### src/rtl/regfile_wb_arbiter.sv
// Writeback arbiter for the register file's single write port, with a pending-write scoreboard.
// Optional build macro WB_R0_DISCARD_EN: writes and reservations targeting R0 are dropped.
module regfile_wb_arbiter #(
    parameter int unsigned STARVE_LIMIT = 3,
    parameter int unsigned CNT_W        = 4
) (
    input  logic        clk,
    input  logic        rst,

    input  logic        a_valid,
    input  logic [3:0]  a_reg,
    input  logic [15:0] a_data,
    output logic        a_ready,

    input  logic        b_valid,
    input  logic [3:0]  b_reg,
    input  logic [15:0] b_data,
    output logic        b_ready,

    input  logic        rsv_valid,
    input  logic [3:0]  rsv_reg,

    output logic        wr_en,
    output logic [3:0]  wr_reg,
    output logic [15:0] wr_data,
    output logic [15:0] busy
);

    localparam logic [CNT_W-1:0] StarveMax = CNT_W'(STARVE_LIMIT);

    logic [CNT_W-1:0] starveCnt;
    logic             aWins;
    logic             grantA;
    logic             grantB;
    logic             anyGrant;
    logic [3:0]       grantReg;
    logic [15:0]      grantData;
    logic             grantWrite;
    logic             rsvTakes;
    logic [15:0]      busyNext;

    // B normally wins a tie; A takes the port once it has waited STARVE_LIMIT cycles.
    always_comb begin
        aWins     = a_valid && (!b_valid || (starveCnt == StarveMax));
        grantA    = rst && aWins;
        grantB    = rst && b_valid && !aWins;
        anyGrant  = grantA || grantB;
        grantReg  = grantA ? a_reg  : b_reg;
        grantData = grantA ? a_data : b_data;
`ifdef WB_R0_DISCARD_EN
        grantWrite = anyGrant && (grantReg != 4'd0);
        rsvTakes   = rsv_valid && (rsv_reg != 4'd0);
`else
        grantWrite = anyGrant;
        rsvTakes   = rsv_valid;
`endif
    end

    assign a_ready = grantA;
    assign b_ready = grantB;

    // NOTE: sequential state uses non-blocking assignments so every flop samples pre-edge values.
    always_ff @(posedge clk or negedge rst) begin
        if (!rst) begin
            starveCnt <= '0;
        end else if (a_valid && !grantA) begin
            if (starveCnt != StarveMax) begin
                starveCnt <= starveCnt + 1'b1;
            end
        end else begin
            starveCnt <= '0;
        end
    end

    // Registered write port: a grant in cycle N appears on the register file in N+1.
    always_ff @(posedge clk or negedge rst) begin
        if (!rst) begin
            wr_en   <= 1'b0;
            wr_reg  <= 4'd0;
            wr_data <= 16'd0;
        end else begin
            wr_en <= grantWrite;
            if (grantWrite) begin
                wr_reg  <= grantReg;
                wr_data <= grantData;
            end
        end
    end

    // Clear is applied before set so a same-register reservation at the retiring edge survives.
    always_comb begin
        // NOTE: busyNext is defaulted first so the partial bit updates below never infer a latch.
        busyNext = busy;
        if (wr_en) begin
            busyNext[wr_reg] = 1'b0;
        end
        if (rsvTakes) begin
            busyNext[rsv_reg] = 1'b1;
        end
    end

    always_ff @(posedge clk or negedge rst) begin
        if (!rst) begin
            busy <= 16'd0;
        end else begin
            busy <= busyNext;
        end
    end

endmodule
### config.mk
export PLATFORM = sky130hd
export DESIGN_NAME = regfile_wb_arbiter
export DESIGN_NICKNAME = d
export VERILOG_FILES = /design/src/rtl/regfile_wb_arbiter.sv
export SDC_FILE = /design/constraint.sdc
export NUM_CORES = 1
export LEC_CHECK = 0
export ABC_AREA = 1
export CAP_MARGIN = 20
export CORE_UTILIZATION = 46
export DETAILED_ROUTE_END_ITERATION = 16
export PLACE_DENSITY = 0.91
export SKIP_LAST_GASP = 1
export SYNTH_ARGS = -nofsm -noshare
export SYNTH_HDL_FRONTEND = slang
export SYNTH_SLANG_ARGS = --single-unit
### constraint.sdc
create_clock -name clk -period 3.85 [get_ports clk]
set_clock_uncertainty 0.1 [all_clocks]
set_input_delay 0.385 -clock clk [delete_from_list [all_inputs] [get_ports clk]]
set_output_delay 0.385 -clock clk [all_outputs]
set_load 0.05 [all_outputs]
-- After elaboration in Yosys (flattened, before gate mapping)
Index checks and enable logic that the tools add are counted.
- register bits after elaboration: 41
- bits in latches: 0
- memory bits (writable): 0
- memory bits (read-only): 0
- input bits: 49
- memories kept: 0
- add/sub/neg operators: 1
- multiply operators: 0
- div/mod/pow operators: 0
- magnitude comparators: 4
- eq/ne operators: 3
- shift-type cells: 0
- muxes and demuxes: 10
- bitwise logic cells: 3
- reduce and logical (&&, ||, !) cells: 12
- operator list (cell ; count):
    $mux W16 ; 3
    $and A16 B16 Y16 ; 1
    $not A16 Y16 ; 1
    $or A16 B16 Y16 ; 1
    $mux W4 ; 3
    $lt A4 B5 Y1 const B ; 2
    $demux W1 S4 ; 2
    $ge A4 B1 Y1 const B ; 2
    $logic_and A1 B1 Y1 ; 7
    $add A4 B1 Y4 const B ; 1
    $eq A4 B2 Y1 const B ; 1
    $ne A4 B2 Y1 const B ; 1
    $logic_not A1 Y1 ; 3
    $logic_or A1 B1 Y1 ; 2
    $mux W1 ; 2
    $ne A2 B1 Y1 const B ; 1

-- Longest topological paths before layout
- depth after elaboration: 9
- mapped depth: 7

-- Worst setup path after synthesis
No wires, ideal clock.
- path kind: register to output
- start: register starveCnt[0]
- end: output b_ready
- arrival: 1723 ps
- required time: 3365 ps
- setup slack: 1642 ps
- cell stages (with the launch flop): 6
- buffers on the path: 1
- cells stage by stage: dfrtp_1 -> ha_1 -> nand2_2 -> nand2_2 -> buf_4 -> a21oi_1
- word-level cells in the longest chain between the ends: 5
- RTL lines (item ; line ; text):
    start, declared ; 31 ; logic [CNT_W-1:0] starveCnt;
    start signal, assigned ; 68 ; starveCnt <= starveCnt + 1'b1;
    $eq A4 B2 Y1 ; 44 ; aWins = a_valid && (!b_valid || (starveCnt == StarveMax));
    $logic_or A1 B1 Y1 ; 44 ;
    $logic_and A1 B1 Y1 ; 44 ;
    $logic_not A1 Y1 ; 46 ; grantB = rst && b_valid && !aWins;
    $logic_and A1 B1 Y1 ; 46 ;
    end, declared ; 18 ; output logic b_ready,
No other way between the ends.

-- Worst setup path in the final report
- start: input rst
- end: output b_ready
- word-level cells in the longest chain between the ends: 2
- RTL lines (item ; line ; text):
    start, declared ; 8 ; input logic rst,
    $logic_and A1 B1 Y1 (2 in a row) ; 46 ;
No other way between the ends.

==> flow_summary.ini <==
[placement]
dp_hpwl_um = 4042
place_inst = 383
gp_congestion = 0.8791
pre_cts_ws_ns = 1.004
port_buffers = 87

[global_routing]
grt_pass1_vias = 2031
grt_start_max_net_pins = 47
antenna_found_initial = 0
track_usage_pct = 23.64
grt_remaining_overflow = 0
grt_pass1_wl_um = 9342

[yosys]
yosysWarnings = 0
netlist_instances = 253
synth_area_um2 = 2145
synth_mux_area_share_pct = 0
syn_area_per_cell_um2 = 8.477
ys_types = 23
synth_compound_area_share_pct = 14.53
synth_nets = 303
synth-adder-area-share_pct = 0.5834
synth_xor_xnor_area_share_pct = 0.8168
synth-simple-area-share_pct = 27.01
synth-seq-area-share_pct = 47.84
synth_seq_cells = 41
synth_top_family_by_area = simple AND/OR/NAND/NOR gates

[layout]
area_delta_synth_final_pct = 45.80
reg_top3 = busy (16), wr_data (16)
diodes = 0
fillers = 344
layout-drive-gt1-share_pct = 7.647
final_core_util_pct = 70.83
stdcell_count = 392
fin_nets = 389

[timing]
tightest_slew_ns = 0.5172
hold_viol = 0
finalSetupTns_ns = 0
setup_viol_count_final = 0
setup_ws_ns = 0.5895
max_slew_margin_pct = 65.41
min_period_ns = 3.261
drv_slew = 0
period_share_pct = 84.69
rsz0062_at_grt = false
max_freq_mhz = 306.7

[critical_path]
reg2reg_depth = 7
crit_path_end_kind = primary output
cp.arrival_ns = 2.78
critPathKind = primary input to primary output
required_ns = 3.37
cp-start-kind = primary input
path_max_fanout = 21

[routing]
post_drt_via_cell_ratio = 5.283
met2WireLength_um = 2623
via_count = 2071
wl_met1_um = 2303
met3_length_um = 432
top_layer = met4
first_pass_iters = 4
drc = 0
postRouteWirelength_um = 5469
antenna_left = 0
route.detailed.wl_per_inst_um = 13.95
drt_iter0_markers = 180

[clocking]
clkTransAtPathRegs_ns = 0.08
clk_latency_ns = 0.29
clock_sinks = 41
cts_tree = done
post_cts_buffers = 0
clock_path_buffers = 2
cts-root-buf = clkbuf_8
htreeDepth = 2
numCtsBuffers = 5

[floorplan]
boundaryPins = 88
placementRows = 24
coreArea_um2 = 4414
dieArea_um2 = 4939
start_util_pct = 48.58
die_x_um = 70.28
die_h_um = 70.28

[power_and_ir_drop]
peakVddDrop_mv = 0.2461
p_per_area_nw_per_um2 = 538.2
power.leakage_nw = 1.437

[run_status]
outcome = finished clean

[min_path]
hp-class = flop to flop
whs_path_depth = 2

[run]
max_cap_viol_count = 0
-- cell type report --
class                      instances  area [µm²]  area share (%)
clock buffer                       6       82.58           2.641
tap                               52       65.06           2.081
multi-input combinational        168       920.9           29.45
sequential                        41        1026           32.81
timing repair buffer              91       898.4           28.73
inverter                          32       120.1           3.842
clock inverter                     2       13.76          0.4402
-- stage by stage --
stage / instance area (µm²) / hold slack [ns] / total power, mW
after floorplan: 2145 / -0.01059 / 1.091
after global placement: 3020 / 0.2402 / 1.379
after detailed placement: 3020 / 0.2469 / 1.399
after CTS: 3127 / 0.4062 / 1.696
after global routing: 3127 / 0.4544 / 1.771
final: 3127 / 0.4041 / 1.683
-- path summary, 6_finish.rpt --
kind | start | to | slack, ns
max reg2reg | starveCnt[0] | starveCnt[0] | 1.93
max in group asynchronous | rst | wr_data[0] | 2.32
max | rst | b_ready | 0.59
min reg2reg | busy[15] | busy[15] | 0.40
min | busy[15] | busy[15] | 0.40
min in group asynchronous | rst | busy[12] | 0.47
-- timing repair --
action	CTS	global route
hold buffers	1	0
hold endpoints to repair	16	0
resized for setup	0	0
-- critical path, stage by stage --
cell             delay [ns]
dlygate4sd3_1          0.52
buf_2                  0.39
nand2_1                0.42
a21oi_1                0.23
clkdlybuf4s50_1        0.83
-- report_power, final --
group,internal (mW),switching [mW]
clock,0.145,0.149
sequential,0.531,0.0612
combinational,0.277,0.521
total,0.952,0.730
-- placed cells by master (no fill, tap or decap) --
master            n
nand2_1          35
inv_2             4
o31ai_1           8
or2_0            12
clkinv_1          1
buf_2             1
clkbuf_8          6
nand3_2           1
or2_1            19
o21ai_4           1
a21oi_1          23
clkinv_4          1
o21ai_0          24
dfrtp_1          41
inv_1            27
nor2_1            2
dlygate4sd3_1     1
clkinv_2          1
clkdlybuf4s50_1  86
ha_1              1
nand2_2           2
nand4_1          21
buf_4             3
or2_2             6
xor2_1            2
nand3_1          11
-- kinds of logic (layout without fill, tap and decap cells) --
| family | count (synthesis) | after routing |
|---|---|---|
| fa+ha+maj | 1 | 1 |
| buf+inv | 44 | 131 |
| flops | 41 | 41 |
| simple gates | 109 | 109 |
| xor+xnor | 2 | 2 |
| compound gates | 56 | 56 |
-- routing by layer --
metal | vias up | global-route usage (%)
met1 | 955 | 31.52
met2 | 96 | 36.93
li1 | 1009 | -
met4 | 0 | 8.444
met5 | - | 0
met3 | 11 | 6.349
-- cells in the mapped netlist --
cell type  count  area, µm²
dfrtp_1       41       1026
nand2_1       35      131.4
inv_1         27      101.4
o21ai_0       24      120.1
a21oi_1       23      115.1
nand4_1       21      131.4
or2_1         19      118.9
or2_0         12      75.07
nand3_1       11      55.05
o31ai_1        8      60.06
or2_2          6      37.54
buf_4          4      30.03
clkbuf_1       4      15.01
inv_2          4      15.01
buf_2          2      10.01
buf_6          2      22.52
nand2_2        2      12.51
nor2_1         2      7.510
xor2_1         2      17.52
clkinv_1       1      3.750
ha_1           1      12.51
nand3_2        1      10.01
o21ai_4        1      16.27
Power figures use the tool's default switching activity.
